==> src/rtl/robot_motion_pkg.sv <==
// Shared definitions for the robot leg motion sequencer.
//   SPEED_MAX   : upper bound for any speed value, in percent.
//   state_t     : sequencer state encoding, also exported on the debug port.
//   clamp_speed : limits a commanded speed to SPEED_MAX.
package robot_motion_pkg;

    localparam logic [7:0] SPEED_MAX = 8'd100;

    typedef enum logic [2:0] {
        ST_IDLE      = 3'd0,
        ST_RAMP      = 3'd1,
        ST_RUN       = 3'd2,
        ST_RAMP_DOWN = 3'd3,
        ST_DEADTIME  = 3'd4,
        ST_ESTOP     = 3'd5
    } state_t;

    function automatic logic [7:0] clamp_speed(input logic [7:0] value);
        return (value > SPEED_MAX) ? SPEED_MAX : value;
    endfunction

endpackage

==> src/rtl/robot_speed_ramp.sv <==
// One speed channel: holds the present speed and steps it by one toward
// its target on every enabled tick.
//   clk, reset_p : clock and asynchronous active-high reset
//   clear        : synchronous force of the speed to zero
//   tick         : ramp timebase pulse
//   step_en      : ramping allowed in the current sequencer state
//   target       : speed being approached (already limited to SPEED_MAX)
//   speed        : present speed
//   at_target    : speed equals target
module robot_speed_ramp
    import robot_motion_pkg::*;
(
    input  logic       clk,
    input  logic       reset_p,
    input  logic       clear,
    input  logic       tick,
    input  logic       step_en,
    input  logic [7:0] target,
    output logic [7:0] speed,
    output logic       at_target
);

    assign at_target = (speed == target);

    // Decrement only happens when speed > target, so speed is nonzero and
    // cannot wrap; the SPEED_MAX guard keeps a bad target from overshooting.
    always_ff @(posedge clk or posedge reset_p) begin
        if (reset_p) begin
            speed <= '0;
        end else if (clear) begin
            speed <= '0;
        end else if (tick && step_en) begin
            if ((speed < target) && (speed < SPEED_MAX)) begin
                speed <= speed + 8'd1;
            end else if (speed > target) begin
                speed <= speed - 8'd1;
            end
        end
    end

endmodule

==> src/rtl/robot_leg_motion_seq.sv <==
// Motion sequencer for a two-motor robot leg. Accepts speed/direction
// commands, ramps the motor speeds, inserts a zero-speed dwell before any
// direction reversal, stops automatically when commands go silent and
// honours an emergency stop.
//   clk, reset_p            : clock and asynchronous active-high reset
//   cmd_valid / cmd_ready   : command handshake; a command transfers on a
//                             rising clk edge where both are high. cmd_valid
//                             may be held; cmd_ready is low in the busy
//                             reversal states and while estop is high.
//   cmd_left, cmd_right     : target speeds in percent (clamped to 100)
//   cmd_dir                 : target H-bridge direction pattern
//   estop                   : level-sensitive emergency stop
//   out_left_speed/right    : speeds to the motor PWM block
//   out_direction           : motor direction pattern
//   busy                    : high outside IDLE and RUN
//   fault_wdt               : sticky watchdog-expiry flag
//   dbg_state               : present sequencer state
module robot_leg_motion_seq
    import robot_motion_pkg::*;
#(
    parameter int unsigned RAMP_DIV     = 100000,
    parameter int unsigned DEADTIME_CYC = 5000000,
    parameter int unsigned WDT_CYC      = 50000000
) (
    input  logic       clk,
    input  logic       reset_p,
    input  logic       cmd_valid,
    output logic       cmd_ready,
    input  logic [7:0] cmd_left,
    input  logic [7:0] cmd_right,
    input  logic [3:0] cmd_dir,
    input  logic       estop,
    output logic [7:0] out_left_speed,
    output logic [7:0] out_right_speed,
    output logic [3:0] out_direction,
    output logic       busy,
    output logic       fault_wdt,
    output state_t     dbg_state
);

    state_t      state;
    state_t      state_next;
    logic [31:0] tick_cnt;
    logic [31:0] wdt_cnt;
    logic [31:0] dead_cnt;
    logic [7:0]  tgt_left;
    logic [7:0]  tgt_right;
    logic [7:0]  pend_left;
    logic [7:0]  pend_right;
    logic [3:0]  pend_dir;
    logic [7:0]  ramp_tgt_left;
    logic [7:0]  ramp_tgt_right;
    logic        tick;
    logic        step_en;
    logic        at_left;
    logic        at_right;
    logic        speeds_zero;
    logic        dir_same;
    logic        accept;
    logic        wdt_run;
    logic        wdt_expire;
    logic        dead_done;

    // Free-running ramp timebase, independent of state.
    always_ff @(posedge clk or posedge reset_p) begin
        if (reset_p) begin
            tick_cnt <= '0;
        end else if (tick) begin
            tick_cnt <= '0;
        end else begin
            tick_cnt <= tick_cnt + 32'd1;
        end
    end
    assign tick = (tick_cnt == RAMP_DIV - 1);

    assign accept      = cmd_valid && cmd_ready;
    assign speeds_zero = (out_left_speed == 8'd0) && (out_right_speed == 8'd0);
    // With the motors stopped a direction change needs no dwell.
    assign dir_same    = (cmd_dir == out_direction) || speeds_zero;
    assign wdt_run     = (state == ST_RAMP) || (state == ST_RUN);
    // A same-cycle accept reloads the watchdog instead of tripping it.
    assign wdt_expire  = wdt_run && (wdt_cnt == WDT_CYC - 1) && !accept;
    assign dead_done   = (state == ST_DEADTIME) && (dead_cnt == DEADTIME_CYC - 1);
    assign dbg_state   = state;

    // State register
    always_ff @(posedge clk or posedge reset_p) begin
        if (reset_p) begin
            state <= ST_IDLE;
        end else begin
            state <= state_next;
        end
    end

    // Next-state logic; estop overrides everything.
    always_comb begin
        state_next = state;
        if (estop) begin
            state_next = ST_ESTOP;
        end else begin
            case (state)
                ST_IDLE: begin
                    if (accept) state_next = dir_same ? ST_RAMP : ST_RAMP_DOWN;
                end
                ST_RAMP: begin
                    if (accept) begin
                        state_next = dir_same ? ST_RAMP : ST_RAMP_DOWN;
                    end else if (wdt_expire) begin
                        state_next = ST_RAMP;
                    end else if (at_left && at_right) begin
                        state_next = ((tgt_left == 8'd0) && (tgt_right == 8'd0)) ? ST_IDLE : ST_RUN;
                    end
                end
                ST_RUN: begin
                    if (accept) begin
                        state_next = dir_same ? ST_RAMP : ST_RAMP_DOWN;
                    end else if (wdt_expire) begin
                        state_next = ST_RAMP;
                    end
                end
                ST_RAMP_DOWN: begin
                    if (speeds_zero) state_next = ST_DEADTIME;
                end
                ST_DEADTIME: begin
                    if (dead_done) state_next = ST_RAMP;
                end
                ST_ESTOP: begin
                    state_next = ST_IDLE;
                end
                default: begin
                    state_next = ST_IDLE;
                end
            endcase
        end
    end

    // Output / control decode
    always_comb begin
        cmd_ready      = 1'b0;
        busy           = 1'b1;
        step_en        = 1'b0;
        ramp_tgt_left  = tgt_left;
        ramp_tgt_right = tgt_right;
        case (state)
            ST_IDLE: begin
                cmd_ready = !estop;
                busy      = 1'b0;
            end
            ST_RAMP: begin
                cmd_ready = !estop;
                step_en   = 1'b1;
            end
            ST_RUN: begin
                cmd_ready = !estop;
                busy      = 1'b0;
            end
            ST_RAMP_DOWN: begin
                step_en        = 1'b1;
                ramp_tgt_left  = 8'd0;
                ramp_tgt_right = 8'd0;
            end
            default: begin
            end
        endcase
    end

    // Targets, pending command, direction, watchdog and dwell counter.
    always_ff @(posedge clk or posedge reset_p) begin
        if (reset_p) begin
            tgt_left      <= '0;
            tgt_right     <= '0;
            pend_left     <= '0;
            pend_right    <= '0;
            pend_dir      <= '0;
            out_direction <= '0;
            fault_wdt     <= 1'b0;
            wdt_cnt       <= '0;
            dead_cnt      <= '0;
        end else if (estop) begin
            tgt_left      <= '0;
            tgt_right     <= '0;
            pend_left     <= '0;
            pend_right    <= '0;
            pend_dir      <= '0;
            out_direction <= '0;
            wdt_cnt       <= '0;
            dead_cnt      <= '0;
        end else begin
            if (accept) begin
                fault_wdt <= 1'b0;
                wdt_cnt   <= '0;
                if (dir_same) begin
                    out_direction <= cmd_dir;
                    tgt_left      <= clamp_speed(cmd_left);
                    tgt_right     <= clamp_speed(cmd_right);
                end else begin
                    pend_dir   <= cmd_dir;
                    pend_left  <= clamp_speed(cmd_left);
                    pend_right <= clamp_speed(cmd_right);
                end
            end else if (wdt_expire) begin
                fault_wdt <= 1'b1;
                tgt_left  <= '0;
                tgt_right <= '0;
                wdt_cnt   <= '0;
            end else if (wdt_run) begin
                wdt_cnt <= wdt_cnt + 32'd1;
            end

            // No command can be accepted in DEADTIME, so these loads never
            // collide with the accept path above.
            if (state == ST_DEADTIME) begin
                if (dead_done) begin
                    out_direction <= pend_dir;
                    tgt_left      <= pend_left;
                    tgt_right     <= pend_right;
                    pend_dir      <= '0;
                    pend_left     <= '0;
                    pend_right    <= '0;
                    dead_cnt      <= '0;
                end else begin
                    dead_cnt <= dead_cnt + 32'd1;
                end
            end else begin
                dead_cnt <= '0;
            end
        end
    end

    robot_speed_ramp u_ramp_left (
        .clk       (clk),
        .reset_p   (reset_p),
        .clear     (estop),
        .tick      (tick),
        .step_en   (step_en),
        .target    (ramp_tgt_left),
        .speed     (out_left_speed),
        .at_target (at_left)
    );

    robot_speed_ramp u_ramp_right (
        .clk       (clk),
        .reset_p   (reset_p),
        .clear     (estop),
        .tick      (tick),
        .step_en   (step_en),
        .target    (ramp_tgt_right),
        .speed     (out_right_speed),
        .at_target (at_right)
    );

endmodule

==> config.mk <==
export PLATFORM = sky130hd
export DESIGN_NAME = robot_leg_motion_seq
export DESIGN_NICKNAME = d
export VERILOG_FILES = /design/src/rtl/robot_motion_pkg.sv /design/src/rtl/robot_speed_ramp.sv /design/src/rtl/robot_leg_motion_seq.sv
export SDC_FILE = /design/constraint.sdc
export NUM_CORES = 1
export LEC_CHECK = 0
export ABC_CLOCK_PERIOD_IN_PS = 5800
export BUFFER_PORTS_ARGS = -buffer_cell sky130_fd_sc_hd__clkbuf_2
export CORE_MARGIN = 2
export CORE_UTILIZATION = 40
export CTS_CLUSTER_SIZE = 40
export DETAILED_ROUTE_END_ITERATION = 12
export SLEW_MARGIN = 5
export SYNTH_ARGS = -nofsm -noshare
export SYNTH_HDL_FRONTEND = slang
export SYNTH_SLANG_ARGS = --single-unit
==> constraint.sdc <==
create_clock -name clk -period 5.8 [get_ports clk]
set_input_delay 1.16 -clock clk [delete_from_list [all_inputs] [get_ports clk]]
set_output_delay 1.16 -clock clk [all_outputs]
set_load 0.05 [all_outputs]
# ---- Word level (Yosys, flattened, before mapping)
# Index checks and enable logic that the tools add are counted.
dict set report word_totals {
  in_bits 24
  ff_bits 156
  out_inout_bits 26
  word_cells 144
}
dict set report classes {
  reduce_logical 31
  eq_ne 15
  add_sub_neg 7
  n_mux 69
  order_cmp 8
  bitwise_logic 1
}
# op count
set op_table {}
lappend op_table {{$mux 8} 34}
lappend op_table {{$mux 32} 8}
lappend op_table {{$add 32x1->32 const B} 3}
lappend op_table {{$mux 4} 10}
lappend op_table {{$eq 32x17->1 const B} 1}
lappend op_table {{$eq 32x23->1 const B} 1}
lappend op_table {{$eq 32x26->1 const B} 1}
lappend op_table {{$logic_not 8->1} 4}
lappend op_table {{$mux 3} 9}
lappend op_table {{$add 8x1->8 const B} 2}
lappend op_table {{$eq 8x8->1} 2}
lappend op_table {{$gt 8x7->1 const B} 2}
lappend op_table {{$gt 8x8->1} 2}
lappend op_table {{$lt 8x7->1 const B} 2}
lappend op_table {{$lt 8x8->1} 2}
lappend op_table {{$sub 8x1->8 const B} 2}
lappend op_table {{$pmux 3 s5} 1}
lappend op_table {{$logic_and 1x1->1} 10}
lappend op_table {{$ne 3x3->1 const B} 3}
lappend op_table {{$eq 3x2->1 const B} 2}
lappend op_table {{$reduce_and 2->1} 3}
lappend op_table {{$reduce_bool 3->1} 2}
lappend op_table {{$mux 1} 5}
lappend op_table {{$ne 5x4->1 const B} 1}
lappend op_table {{other kinds (14)} 19}

# ---- Depth between registers and ports, before layout
# Gate-level depths: netlist (run 1).
dict set report depth {
  word_depth 11
  ltp_mapped 21
  mapped_depth_nobuf 17
}

# ---- Hierarchy
# A second synthesis (run 1) with hierarchy kept.
dict set report hier_totals {
  cells_unflattened 930
  hier_area_um2 8838.5
}
# mod seq_area_each_um2 area_per_inst_um2 cells_per_inst instances
set modules_own_cells {}
lappend modules_own_cells {robot_leg_motion_seq 3503.4 6984.2 726 1}
lappend modules_own_cells {robot_speed_ramp 200.2 927.1 102 2}

# ---- Worst setup path before layout (run 1)
# Ideal clock, no wire load.
dict set report synth_timing {
  path_kind {register -> register}
  start {register state[0], in the netlist dbg_state[0]}
  end {register u_ramp_right.speed[7]}
  setup_slack_ns 1.197
  setup_time_ns 0.094
  period_less_slack_ns 4.603
  path_stages_with_launch 21
  n_path_buf 4
  required_time_ns 5.706
  arrival_ns 4.509
  cell_sequence {dfrtp_1 > buf_2 > nand2_1 > or2_2 > clkbuf_1 > clkbuf_1 > nand2_1 > ha_1 > a21o_1 > a21oi_1 > a21boi_0 > or4_1 > clkbuf_1 > ha_1 > a21oi_1 > nor2b_1 > o31a_1 > or4_1 > o2111ai_1 > a21oi_1 > a211oi_1}
}
dict set report synth_via {
  elab_chain_len 7
  word_cells_on_any_way 15
  classes_between {2 x order compare; 2 x eq/ne; 5 x mux; 6 x reduce/logical}
}
# element line_no
set synth_lines {}
lappend synth_lines {{start, declared} robot_leg_motion_seq.sv:41} ;# state_t state;
lappend synth_lines {{start signal, assigned} robot_leg_motion_seq.sv:91} ;# state <= state_next;
lappend synth_lines {{$eq 3x2->1} robot_leg_motion_seq.sv:144} ;# case (state)
lappend synth_lines {{$mux 8} robot_leg_motion_seq.sv:144}
lappend synth_lines {{$lt 8x8->1} robot_speed_ramp.sv:33} ;# if ((speed < target) && (speed < SPEED_MAX)) begin
lappend synth_lines {{$logic_and 1x1->1} robot_speed_ramp.sv:33}
lappend synth_lines {{$mux 8} robot_speed_ramp.sv:33}
lappend synth_lines {{$mux 8} robot_speed_ramp.sv:32} ;# end else if (tick && step_en) begin
lappend synth_lines {{$mux 8} robot_speed_ramp.sv:30} ;# end else if (clear) begin
lappend synth_lines {{end signal, assigned} robot_speed_ramp.sv:34} ;# speed <= speed + 8'd1;
lappend synth_lines {{end signal, assigned} robot_speed_ramp.sv:36} ;# speed <= speed - 8'd1;
lappend synth_lines {{end, declared} robot_speed_ramp.sv:19} ;# output logic [7:0] speed,
# Parallel ways exist; a longest one is shown, timed or not. The select of a mux whose other input is x is not followed.
# A chain may end at the register's enable or synchronous reset.

# ---- Worst setup path after layout (run 1)
# Same ends and word-level chain as after synthesis.

==> results of run 1 <==
==> stage by stage <==
step | hold WS [ns] | setup slack [ns] | total power, µW | utilization (%) | std cells
global placement | 0.455 | 1.57 | 1420 | 43.2 | 1198
global route | 0.493 | 1.08 | 2580 | 45.8 | 1230
CTS | 0.475 | 1.46 | 2500 | 45.8 | 1230
finish | 0.478 | 1.45 | 2470 | 45.8 | 1230
detailed placement | 0.461 | 1.47 | 1420 | 43.2 | 1198
floorplan | 0.434 | 0.433 | 1350 | - | 896
==> logic make-up (layout without fill, tap and decap cells) <==
family / Yosys count / after routing
xor+xnor: 99 / 99
mux: 27 / 27
fa+ha+maj: 34 / 34
buf+inv: 45 / 104
simple gates: 420 / 420
compound gates: 115 / 115
flops: 156 / 156
==> flip-flops by register name, summed over array words and instances, names as in the netlist <==
name                cells
tgt_left                8
tgt_right               8
fault_wdt               1
u_ramp_left.speed       8
u_ramp_right.speed      8
tick_cnt               32
pend_right              8
dead_cnt               32
wdt_cnt                32
out_direction           4
pend_dir                4
pend_left               8
dbg_state               3
==> worst max-delay path, cell delays in order (launching register included) <==
cell	delay, ns
sky130_fd_sc_hd__dfrtp_1	0.55
sky130_fd_sc_hd__nand2_1	0.12
sky130_fd_sc_hd__or2_2	0.41
sky130_fd_sc_hd__nand2_1	0.12
sky130_fd_sc_hd__ha_1	0.24
sky130_fd_sc_hd__a21o_1	0.16
sky130_fd_sc_hd__a21oi_1	0.13
sky130_fd_sc_hd__a21boi_0	0.11
sky130_fd_sc_hd__or4_1	0.73
sky130_fd_sc_hd__ha_1	0.36
sky130_fd_sc_hd__a21oi_1	0.15
sky130_fd_sc_hd__nor2b_1	0.08
sky130_fd_sc_hd__o31a_1	0.26
sky130_fd_sc_hd__or4_1	0.43
sky130_fd_sc_hd__o2111ai_1	0.11
sky130_fd_sc_hd__a21oi_1	0.10
sky130_fd_sc_hd__a211oi_1	0.21
==> layout make-up <==
| cell class | instances | area, µm² | area share [%] |
|---|---|---|---|
| Tap cell | 275 | 344 | 3.58 |
| Sequential cell | 156 | 3900 | 40.6 |
| Clock inverter | 15 | 138 | 1.43 |
| Multi-Input combinational cell | 695 | 4440 | 46.2 |
| Timing Repair Buffer | 54 | 283 | 2.94 |
| Inverter | 18 | 72.6 | 0.756 |
| Clock buffer | 17 | 425 | 4.43 |
==> metal layers <==
| layer | up-vias | share of wire (%) |
|---|---|---|
| met5 | - | 0 |
| met4 | 0 | 0.86 |
| met3 | 14 | 3.7 |
| met2 | 105 | 43 |
| met1 | 3176 | 52 |
| li1 | 3231 | - |
==> cells in the mapped netlist (2+ instances only) <==
| cell | count | area (µm²) |
|---|---|---|
| sky130_fd_sc_hd__a21o_1 | 10 | 75.1 |
| sky130_fd_sc_hd__nor4_1 | 16 | 100 |
| sky130_fd_sc_hd__o21a_1 | 3 | 22.5 |
| sky130_fd_sc_hd__nor3_1 | 11 | 55.1 |
| sky130_fd_sc_hd__nor4b_1 | 6 | 52.6 |
| sky130_fd_sc_hd__nand3_1 | 44 | 220 |
| sky130_fd_sc_hd__nand3b_1 | 3 | 22.5 |
| sky130_fd_sc_hd__o31ai_1 | 2 | 15.0 |
| sky130_fd_sc_hd__xnor2_1 | 42 | 368 |
| sky130_fd_sc_hd__nand4_1 | 26 | 163 |
| sky130_fd_sc_hd__nand2b_1 | 7 | 43.8 |
| sky130_fd_sc_hd__ha_1 | 31 | 388 |
| sky130_fd_sc_hd__fa_1 | 2 | 40.0 |
| sky130_fd_sc_hd__nand2_1 | 78 | 293 |
| sky130_fd_sc_hd__inv_1 | 18 | 67.6 |
| sky130_fd_sc_hd__buf_4 | 2 | 15.0 |
| sky130_fd_sc_hd__and3_1 | 32 | 200 |
| sky130_fd_sc_hd__and4_1 | 7 | 61.3 |
| sky130_fd_sc_hd__a22o_1 | 2 | 17.5 |
| sky130_fd_sc_hd__a311oi_1 | 3 | 26.3 |
| sky130_fd_sc_hd__a21boi_0 | 3 | 22.5 |
| sky130_fd_sc_hd__clkbuf_1 | 16 | 60.1 |
| sky130_fd_sc_hd__buf_2 | 7 | 35.0 |
| sky130_fd_sc_hd__mux2i_1 | 26 | 260 |
| sky130_fd_sc_hd__and2_1 | 12 | 75.1 |
| sky130_fd_sc_hd__a21oi_2 | 2 | 17.5 |
| sky130_fd_sc_hd__xor2_1 | 57 | 499 |
| sky130_fd_sc_hd__o211ai_1 | 3 | 22.5 |
| sky130_fd_sc_hd__a21oi_1 | 28 | 140 |
| sky130_fd_sc_hd__or3_1 | 5 | 31.3 |
| sky130_fd_sc_hd__or2_2 | 5 | 31.3 |
| sky130_fd_sc_hd__dfrtp_1 | 156 | 3900 |
| sky130_fd_sc_hd__or4_1 | 4 | 30.0 |
| sky130_fd_sc_hd__nor3b_1 | 3 | 22.5 |
| sky130_fd_sc_hd__a31oi_1 | 4 | 25.0 |
| sky130_fd_sc_hd__a211oi_2 | 2 | 25.0 |
| sky130_fd_sc_hd__o21ai_0 | 33 | 165 |
| sky130_fd_sc_hd__nor2_1 | 142 | 533 |
| sky130_fd_sc_hd__nor2b_1 | 9 | 56.3 |
| sky130_fd_sc_hd__a211oi_1 | 9 | 67.6 |
==> report_power, final <==
group,internal (µW),switching (µW),total [µW]
combinational,92.3,180,273
clock,596,482,1080
sequential,1100,22.6,1120
total,1790,685,2470
==> worst paths after layout <==
kind	start	to	slack, ns	cells after the start
worst max-delay path	dbg_state[0]	u_ramp_right.speed[7]	1.45	16
worst min-delay path	pend_left[0]	tgt_left[0]	0.48	2
worst max register to register	dbg_state[0]	u_ramp_right.speed[7]	1.45	16
worst min register to register	pend_left[0]	tgt_left[0]	0.48	2
max in group asynchronous	reset_p	tick_cnt[15]	3.86	3
min in group asynchronous	reset_p	out_direction[0]	0.78	2
==> impl_metrics.env, run 1 <==
export IMPL_antenna_left=0
export IMPL_core_mm2=0.0210
export IMPL_ys_async_sr_fraction_pct=100
export IMPL_clock_sinks=156
export IMPL_worst_setup_hold_path_clk_slew_ns=0.07
export IMPL_power_static_leakage_uw=0.00427
export IMPL_fmax_mhz=230
export IMPL_ir_worst_vdd_mv=0.161
export IMPL_postCtsResizedCells=0
export IMPL_vias=6526
export IMPL_synthesis_instances=896
export IMPL_flow_area_growth_from_synthesis_pct=12.7
export IMPL_power_density_mw_per_mm2=258
export IMPL_hpwl_um=13200
export IMPL_antenna_fix_cells=0
export IMPL_synth_top_family_by_area="simple AND/OR/NAND/NOR gates"
export IMPL_post_synth_cell_area_avg_um2=9.51
export IMPL_detailedRoute_firstPassIterationCount=5
export IMPL_synth_area_mux_share_pct=3.19
export IMPL_finalSetupTns_ns=0
export IMPL_worst_setup_path_start_kind="register"
export IMPL_timing_slew_headroom_pct=19.9
export IMPL_first_global_vias=6334
export IMPL_critical_path_required_ns=6.13
export IMPL_yosysUniqueCellTypes=65
export IMPL_dpl_instance_area_mm2=0.00904
export IMPL_grt_util_met3_pct=3.99
export IMPL_final_common_cell="sky130_fd_sc_hd__dfrtp_1"
export IMPL_layout_drive_gt1_share_pct=11.2
export IMPL_maxCapViolations=0
export IMPL_finalWorstPathRequiredPeriod_ns=4.35
export IMPL_std_cell_rows=53
export IMPL_ys_flop_type="sky130_fd_sc_hd__dfrtp_1"
export IMPL_die_h_um=150
export IMPL_fillers=2037
export IMPL_finish_instance_area_mm2=0.00961
export IMPL_gr_usage_met1_pct=27.2
export IMPL_yosys_area_share_simple_pct=24.7
export IMPL_grt_first_pass_wirelength_um=32400
export IMPL_yosys_warnings=0
export IMPL_slew_viol_final=0
export IMPL_synth_fa_ha_area_share_pct=5.14
export IMPL_use_met2_pct=26.4
export IMPL_setup_violations_final=0
export IMPL_outcome="completed"
export IMPL_cts_htree_levels=4
export IMPL_end_kind="register"
export IMPL_grt_antenna_before_repair=0
export IMPL_cts_tree="yes"
export IMPL_worstMarginPinSlew_ns=1.20
export IMPL_remaining_drc_errors=0
export IMPL_cts_setup_buffers=0
export IMPL_synth_compound_area_share_pct=8.75
export IMPL_wirelength_um=18900
export IMPL_global_route_overflow_total=0
export IMPL_fin_nets=999
export IMPL_worstPathMaxFanout=17
export IMPL_syn_nets=953
export IMPL_clockBufferDepth=2
export IMPL_hold_class="register to register"
export IMPL_ys_seq_elements=156
export IMPL_timing_critical_path_arrival_ns=4.69
export IMPL_root_buffer="sky130_fd_sc_hd__clkbuf_16"
export IMPL_drt_vias_per_instance=5.31
export IMPL_global_route_usage_total_pct=18.0
export IMPL_die_w_um=150
export IMPL_setup_repair_after_global_routing_missed_its_margin="false"
export IMPL_number_of_enable_flip_flop_cells_after_synthesis=0
export IMPL_synth_xor_area_share_pct=10.2
export IMPL_mostFrequentLayoutCells="sky130_fd_sc_hd__dfrtp_1, sky130_fd_sc_hd__nor2_1, sky130_fd_sc_hd__nand2_1"
export IMPL_busiest_layer="met1"
export IMPL_ctsHoldBuffers=0
export IMPL_post_route_period_util_pct=75.0
export IMPL_initial_core_util_pct=40.7
export IMPL_critPathKind="register to register"
export IMPL_skew_pair_late_insertion_delay_ns=0.43
export IMPL_buffer_ports_inserted=49
export IMPL_place_gp_congestion=0.825
export IMPL_number_of_cts_inserted_buffers=17
export IMPL_hold_violations=0
export IMPL_die_area_mm2=0.0225
export IMPL_wire_length_per_cell_after_detailed_routing_um=15.3
export IMPL_drt_initial_drc_count=442
export IMPL_mapped_area_mm2=0.00852
export IMPL_seq_area_frac_synth_pct=45.8
export IMPL_top_level_ports=50
export IMPL_largest_clock_skew_in_the_final_design_ns=0.0134
export IMPL_grt_max_degree=61
Power figures use the tool's default switching activity.
==> run 2: changes to the inputs <==
ABC_CLOCK_PERIOD_IN_PS = 3840   (was 5800)
clock period = 3.84 ns   (was 5.8 ns; I/O delays follow)
==> impl_metrics.env, run 2 (synthesis results as in run 1) <==
export IMPL_outcome="completed"
export IMPL_global_route_usage_total_pct=18.2
export IMPL_worstPathMaxFanout=8
export IMPL_die_h_um=150
export IMPL_global_route_overflow_total=0
export IMPL_largest_clock_skew_in_the_final_design_ns=0.0113
export IMPL_drt_initial_drc_count=369
export IMPL_timing_critical_path_slowest_cell_delay_ns=0.57
export IMPL_timing_critical_path_arrival_ns=3.99
export IMPL_place_gp_congestion=0.802
export IMPL_vias=6615
export IMPL_critPathKind="register to register"
export IMPL_wirelength_um=19300
export IMPL_fillers=2029
export IMPL_number_of_cts_inserted_buffers=17
export IMPL_ctsHoldBuffers=0
export IMPL_die_area_mm2=0.0225
export IMPL_flow_area_growth_from_synthesis_pct=16.5
export IMPL_rr_startpoint="dbg_state[1]"
export IMPL_die_w_um=150
export IMPL_critical_path_required_ns=4.17
export IMPL_slew_viol_final=0
export IMPL_ir_worst_vdd_mv=0.246
export IMPL_remaining_drc_errors=0
export IMPL_path_common_cell="sky130_fd_sc_hd__or4_4"
export IMPL_worst_setup_path_start_kind="register"
export IMPL_end_kind="register"
export IMPL_timing_critical_path_cells="nand2_2, or2_4, nand2_1, ha_1, and3_1, o21ai_1, a21boi_1, or4_4, ha_4, a21oi_2, nor2b_1, o31a_1, or4_4, o2111ai_1, a21oi_1, a211oi_1"
export IMPL_antenna_fix_cells=0
export IMPL_finish_instance_area_mm2=0.00993
export IMPL_buffer_ports_inserted=49
export IMPL_dpl_instance_area_mm2=0.00924
export IMPL_cts_htree_levels=4
export IMPL_detailedRoute_firstPassIterationCount=5
export IMPL_mostFrequentLayoutCells="sky130_fd_sc_hd__dfrtp_1, sky130_fd_sc_hd__nor2_1, sky130_fd_sc_hd__nand2_1"
export IMPL_wire_length_per_cell_after_detailed_routing_um=15.4
export IMPL_critical_path_cell_with_the_highest_stage_delay="sky130_fd_sc_hd__or4_4"
export IMPL_grt_antenna_before_repair=0
export IMPL_post_route_period_util_pct=95.2
export IMPL_maxCapViolations=0
export IMPL_cts_tree="yes"
export IMPL_root_buffer="sky130_fd_sc_hd__clkbuf_16"
export IMPL_clock_sinks=156
export IMPL_initial_core_util_pct=40.7
export IMPL_timing_slew_headroom_pct=50.2
export IMPL_hold_class="input pin to asynchronous set/reset pin"
export IMPL_first_global_vias=6457
export IMPL_grt_max_degree=54
export IMPL_hold_violations=0
export IMPL_drt_vias_per_instance=5.30
export IMPL_worstMarginPinSlew_ns=0.744
export IMPL_clockBufferDepth=2
export IMPL_largest_registers="dead_cnt: 32 flops, tick_cnt: 32 flops, wdt_cnt: 32 flops"
export IMPL_critical_path_top_delay_family="simple AND/OR/NAND/NOR gates"
export IMPL_fmax_mhz=274
export IMPL_cp_buffers_inverters=0
export IMPL_core_mm2=0.0210
export IMPL_hold_slack_ns=0.450
export IMPL_finalWorstPathRequiredPeriod_ns=3.65
export IMPL_skew_pair_late_insertion_delay_ns=0.43
export IMPL_setup_violations_final=0
export IMPL_top_level_ports=50
export IMPL_final_common_cell="sky130_fd_sc_hd__dfrtp_1"
export IMPL_fin_nets=1018
export IMPL_cp_startpoint="dbg_state[1]"
export IMPL_power_density_mw_per_mm2=405
export IMPL_finalSetupTns_ns=0
export IMPL_grt_first_pass_wirelength_um=32800
export IMPL_power_static_leakage_uw=0.00442
export IMPL_antenna_left=0
export IMPL_hpwl_um=13500
export IMPL_layout_drive_gt1_share_pct=14.2
export IMPL_worst_setup_hold_path_clk_slew_ns=0.07
export IMPL_total_power_uw=4020
export IMPL_std_cell_rows=53
==> run 2: report_power, final <==
group          total [µW]  internal (µW)  leakage, µW  switching [µW]
registers            1680           1660      0.00215            19.0
clock network        1870           1110     0.000312             753
logic                 473            171      0.00195             303
==> run 2: final timing paths <==
| kind | to | slack (ns) | cells past startpoint |
|---|---|---|---|
| max | u_ramp_right.speed[7] | 0.19 | 16 |
| min | dead_cnt[12] | 0.45 | 2 |
| max reg2reg | u_ramp_right.speed[7] | 0.19 | 16 |
| min reg2reg | tick_cnt[31] | 0.47 | 1 |
| max in group asynchronous | dead_cnt[27] | 2.64 | 3 |
| min in group clk | tick_cnt[31] | 0.47 | 1 |
==> run 2: final cells by class <==
class | instances | area [µm²] | area share (%)
clock buffer | 17 | 425 | 4.28
tap | 275 | 344 | 3.46
clock inverter | 15 | 226 | 2.28
multi-input combinational | 696 | 4510 | 45.4
sequential | 156 | 3910 | 39.3
timing repair buffer | 72 | 443 | 4.46
inverter | 18 | 71.3 | 0.718
==> run 2: repair_timing <==
action	in CTS	in global routing
buffers inserted	0	3
endpoints found under the setup margin	0	2
resized for setup	0	5
==> run 2: layer usage <==
layer  vias up  routed length, µm  global-route usage, %
li1       3268                  -                      -
met1      3243               9780                   26.6
met2        92               8700                   27.8
met3        12                558                   3.57
met4         0                231                   4.62
met5         -                  0                      0
==> run 2: worst reg2reg max path, cell delays in order (launching register included) <==
cell and delay [ns]:
sky130_fd_sc_hd__dfrtp_2 0.36, sky130_fd_sc_hd__nand2_2 0.08, sky130_fd_sc_hd__or2_4 0.29, sky130_fd_sc_hd__nand2_1 0.09
sky130_fd_sc_hd__ha_1 0.22, sky130_fd_sc_hd__and3_1 0.19, sky130_fd_sc_hd__o21ai_1 0.08, sky130_fd_sc_hd__a21boi_1 0.09
sky130_fd_sc_hd__or4_4 0.57, sky130_fd_sc_hd__ha_4 0.25, sky130_fd_sc_hd__a21oi_2 0.11, sky130_fd_sc_hd__nor2b_1 0.07
sky130_fd_sc_hd__o31a_1 0.27, sky130_fd_sc_hd__or4_4 0.50, sky130_fd_sc_hd__o2111ai_1 0.09, sky130_fd_sc_hd__a21oi_1 0.10
sky130_fd_sc_hd__a211oi_1 0.21
==> run 2: per-stage QoR <==
stage	worst slack [ns]	cells	util (%)
final	0.186	1249	47.4
after global routing	-0.0130	1249	47.4
after CTS	0.0318	1245	47.2
after detailed placement	0.0596	1213	44.1
after global placement	0.132	1213	44.1
after floorplan	-0.202	896	-
==> run 3: changes to the inputs <==
ABC_AREA = 1   (was not set)
==> impl_metrics.env, run 3 <==
export IMPL_core_mm2=0.0242
export IMPL_worstPathMaxFanout=14
export IMPL_synthesis_instances=1332
export IMPL_critical_path_top_delay_family="simple AND/OR/NAND/NOR gates"
export IMPL_cts_tree="yes"
export IMPL_clock_power_share_pct=37.0
export IMPL_ys_seq_elements=156
export IMPL_detailedRoute_firstPassIterationCount=5
export IMPL_outcome="completed"
export IMPL_vias=8670
export IMPL_post_synth_top_area_cell="sky130_fd_sc_hd__dfrtp_1"
export IMPL_power_report_internal_total_uw=3140
export IMPL_power_switching_uw=1630
export IMPL_cp_buffers_inverters=3
export IMPL_endpoint_of_the_most_critical_register_to_register_path="u_ramp_left.speed[7]"
export IMPL_layout_drive_gt1_share_pct=9.88
export IMPL_fillers=2462
export IMPL_rrSetupSlack_ns=0.46
export IMPL_largest_clock_skew_in_the_final_design_ns=0.0109
export IMPL_mostFrequentLayoutCells="sky130_fd_sc_hd__nand2_1, sky130_fd_sc_hd__inv_1, sky130_fd_sc_hd__nor2_1"
export IMPL_timing_reg2reg_worst_path_depth=19
export IMPL_setup_repair_after_global_routing_missed_its_margin="false"
export IMPL_switching_share_pct=34.1
export IMPL_maxCapViolations=0
export IMPL_die_h_um=160
export IMPL_cts_htree_levels=4
export IMPL_ys_flop_type="sky130_fd_sc_hd__dfrtp_1"
export IMPL_timing_critical_path_slowest_cell_delay_ns=0.44
export IMPL_fin_nets=1442
export IMPL_fmax_mhz=296
export IMPL_global_route_usage_total_pct=19.5
export IMPL_final_common_cell="sky130_fd_sc_hd__nand2_1"
export IMPL_critical_path_cell_with_the_highest_stage_delay="sky130_fd_sc_hd__dfrtp_1"
export IMPL_finalSetupTns_ns=0
export IMPL_ir_worst_vdd_mv=0.297
export IMPL_std_cell_rows=57
export IMPL_drt_initial_drc_count=646
export IMPL_finalWorstPathRequiredPeriod_ns=3.38
export IMPL_seq_area_frac_synth_pct=39.9
export IMPL_syn_nets=1389
export IMPL_yosysUniqueCellTypes=46
export IMPL_top_level_ports=50
export IMPL_post_synth_main_area_contributors="sky130_fd_sc_hd__dfrtp_1, sky130_fd_sc_hd__nand2_1, sky130_fd_sc_hd__inv_1"
export IMPL_clock_sinks=156
export IMPL_buffer_ports_inserted=49
export IMPL_cp_startpoint="dbg_state[2]"
export IMPL_synth_most_common_cell="sky130_fd_sc_hd__nand2_1"
export IMPL_die_area_mm2=0.0257
export IMPL_worst_setup_hold_path_clk_slew_ns=0.07
export IMPL_ys_async_sr_fraction_pct=100
export IMPL_end_kind="register"
export IMPL_critical_path_endpoint="u_ramp_left.speed[7]"
export IMPL_path_common_cell="sky130_fd_sc_hd__nand2_1"
export IMPL_setup_violations_final=0
export IMPL_die_w_um=160
export IMPL_hold_violations=0
export IMPL_power_density_mw_per_mm2=435
export IMPL_grt_antenna_before_repair=0
export IMPL_timing_critical_path_cells="nor2_1, inv_1, nor2_1, inv_1, nand2_1, ha_1, a21oi_1, nor2_1, nor3_1, nand3_2, ha_1, nand2_1, nand2_1, nand2_1, nand3_1, inv_1, o21ai_0, xor2_1, o21ai_0"
export IMPL_critical_path_required_ns=4.14
export IMPL_number_of_enable_flip_flop_cells_after_synthesis=0
export IMPL_skew_pair_late_insertion_delay_ns=0.43
export IMPL_post_synth_cell_area_avg_um2=7.34
export IMPL_synth_top_cell_area_share_pct=39.9
export IMPL_place_gp_congestion=0.863
export IMPL_yosys_warnings=0
export IMPL_timing_critical_path_arrival_ns=3.68
export IMPL_drt_vias_per_instance=5.04
export IMPL_flow_area_growth_from_synthesis_pct=12.2
export IMPL_grt_max_degree=157
export IMPL_slew_viol_final=0
export IMPL_mapped_area_mm2=0.00977
export IMPL_largest_registers="dead_cnt: 32 flops, tick_cnt: 32 flops, wdt_cnt: 32 flops"
export IMPL_remaining_drc_errors=0
export IMPL_first_global_vias=8292
export IMPL_number_of_cts_inserted_buffers=17
export IMPL_worst_setup_path_start_kind="register"
export IMPL_rr_startpoint="dbg_state[2]"
export IMPL_global_route_overflow_total=0
export IMPL_clockBufferDepth=2
export IMPL_grt_first_pass_wirelength_um=41200
export IMPL_sequentialPowerShare_pct=36.7
export IMPL_dpl_instance_area_mm2=0.0104
export IMPL_comb_power_share_pct=26.3
export IMPL_wirelength_um=24300
export IMPL_worstMarginPinSlew_ns=0.917
export IMPL_antenna_fix_cells=0
export IMPL_power_static_leakage_uw=0.00514
export IMPL_finish_instance_area_mm2=0.0110
export IMPL_antenna_left=0
export IMPL_critPathKind="register to register"
export IMPL_timing_slew_headroom_pct=38.9
export IMPL_critical_path_depth=19
export IMPL_initial_core_util_pct=40.4
export IMPL_ctsHoldBuffers=0
export IMPL_post_route_period_util_pct=88.0
export IMPL_hpwl_um=17800
export IMPL_wire_length_per_cell_after_detailed_routing_um=14.1
export IMPL_root_buffer="sky130_fd_sc_hd__clkbuf_16"
export IMPL_hold_class="register to register"
export IMPL_post_synth_most_frequent_cells="sky130_fd_sc_hd__nand2_1, sky130_fd_sc_hd__inv_1, sky130_fd_sc_hd__nor2_1"
run 3: repair_timing:
| action | CTS | global route |
|---|---|---|
| endpoints found under the hold margin | 0 | 0 |
| buffers inserted | 0 | 0 |
| gates resized for setup | 0 | 1 |
| endpoints found under the setup margin | 0 | 1 |
run 3: power groups by stage:
| stage | registers (µW) | logic, µW | clock network, µW |
|---|---|---|---|
| 6_report | 1750 | 1250 | 1760 |
| 5_1_grt | 1760 | 1420 | 1870 |
| 4_1_cts | 1750 | 1260 | 1800 |
| 3_5_place_dp | 1780 | 1250 | 0 |
| 3_3_place_gp | 1780 | 1240 | 0 |
| 2_1_floorplan | 1860 | 884 | 0 |
run 3: worst register-to-register path, stage by stage (launching register included):
cell and delay (ns):
sky130_fd_sc_hd__dfrtp_1 0.44, sky130_fd_sc_hd__nor2_1 0.08, sky130_fd_sc_hd__inv_1 0.09, sky130_fd_sc_hd__nor2_1 0.06
sky130_fd_sc_hd__inv_1 0.31, sky130_fd_sc_hd__nand2_1 0.11, sky130_fd_sc_hd__ha_1 0.31, sky130_fd_sc_hd__a21oi_1 0.13
sky130_fd_sc_hd__nor2_1 0.06, sky130_fd_sc_hd__nor3_1 0.23, sky130_fd_sc_hd__nand3_2 0.26, sky130_fd_sc_hd__ha_1 0.44
sky130_fd_sc_hd__nand2_1 0.07, sky130_fd_sc_hd__nand2_1 0.07, sky130_fd_sc_hd__nand2_1 0.05, sky130_fd_sc_hd__nand3_1 0.11
sky130_fd_sc_hd__inv_1 0.04, sky130_fd_sc_hd__o21ai_0 0.17, sky130_fd_sc_hd__xor2_1 0.15, sky130_fd_sc_hd__o21ai_0 0.08
run 3: worst min-delay path by stage:
stage | start | endpoint | slack [ns] | cells past startpoint
CTS | dead_cnt[0] | dead_cnt[0] | 0.46 | 1
floorplan | dead_cnt[0] | dead_cnt[0] | 0.43 | 1
finish | dead_cnt[0] | dead_cnt[0] | 0.46 | 1
global route | dead_cnt[0] | dead_cnt[0] | 0.48 | 1
detailed placement | dead_cnt[0] | dead_cnt[0] | 0.45 | 1
global placement | dead_cnt[0] | dead_cnt[0] | 0.46 | 1
run 3: kinds of logic after synthesis:
logic type / share of synthesized area, %
and+or+nand+nor: 30.8
buffers and inverters: 9.77
AOI/OAI and AO/OA: 10.2
DFF: 39.9
xor gates and xnor gates: 4.84
adders and majority gates: 4.38
run 3: metrics by stage:
| step | cells | util (%) | setup WS (ns) | total power, µW | hold WS, ns |
|---|---|---|---|---|---|
| 2_1_floorplan | 1332 | - | 0.156 | 2740 | 0.432 |
| 3_3_place_gp | 1690 | 42.8 | 0.462 | 3020 | 0.459 |
| 3_5_place_dp | 1690 | 42.8 | 0.319 | 3030 | 0.454 |
| 4_1_cts | 1721 | 45.3 | 0.325 | 4810 | 0.462 |
| 5_1_grt | 1721 | 45.4 | 0.0436 | 5050 | 0.482 |
| 6_report | 1721 | 45.4 | 0.462 | 4770 | 0.458 |
run 3: layout make-up:
cell class	instances	area [µm²]	area share, %
Clock buffer	21	470	4.29
Clock inverter	10	139	1.27
Inverter	214	810	7.38
Multi-Input combinational cell	939	4920	44.9
Sequential cell	156	3900	35.6
Tap cell	324	405	3.70
Timing Repair Buffer	57	318	2.90
run 3: layer usage:
metal	GRT usage (%)	vias to the layer above	part of all wire, %
met3	3.85	18	4.5
li1	-	4431	-
met5	0	-	0
met2	32.9	165	48
met4	4.34	0	1.1
met1	26.1	4056	46
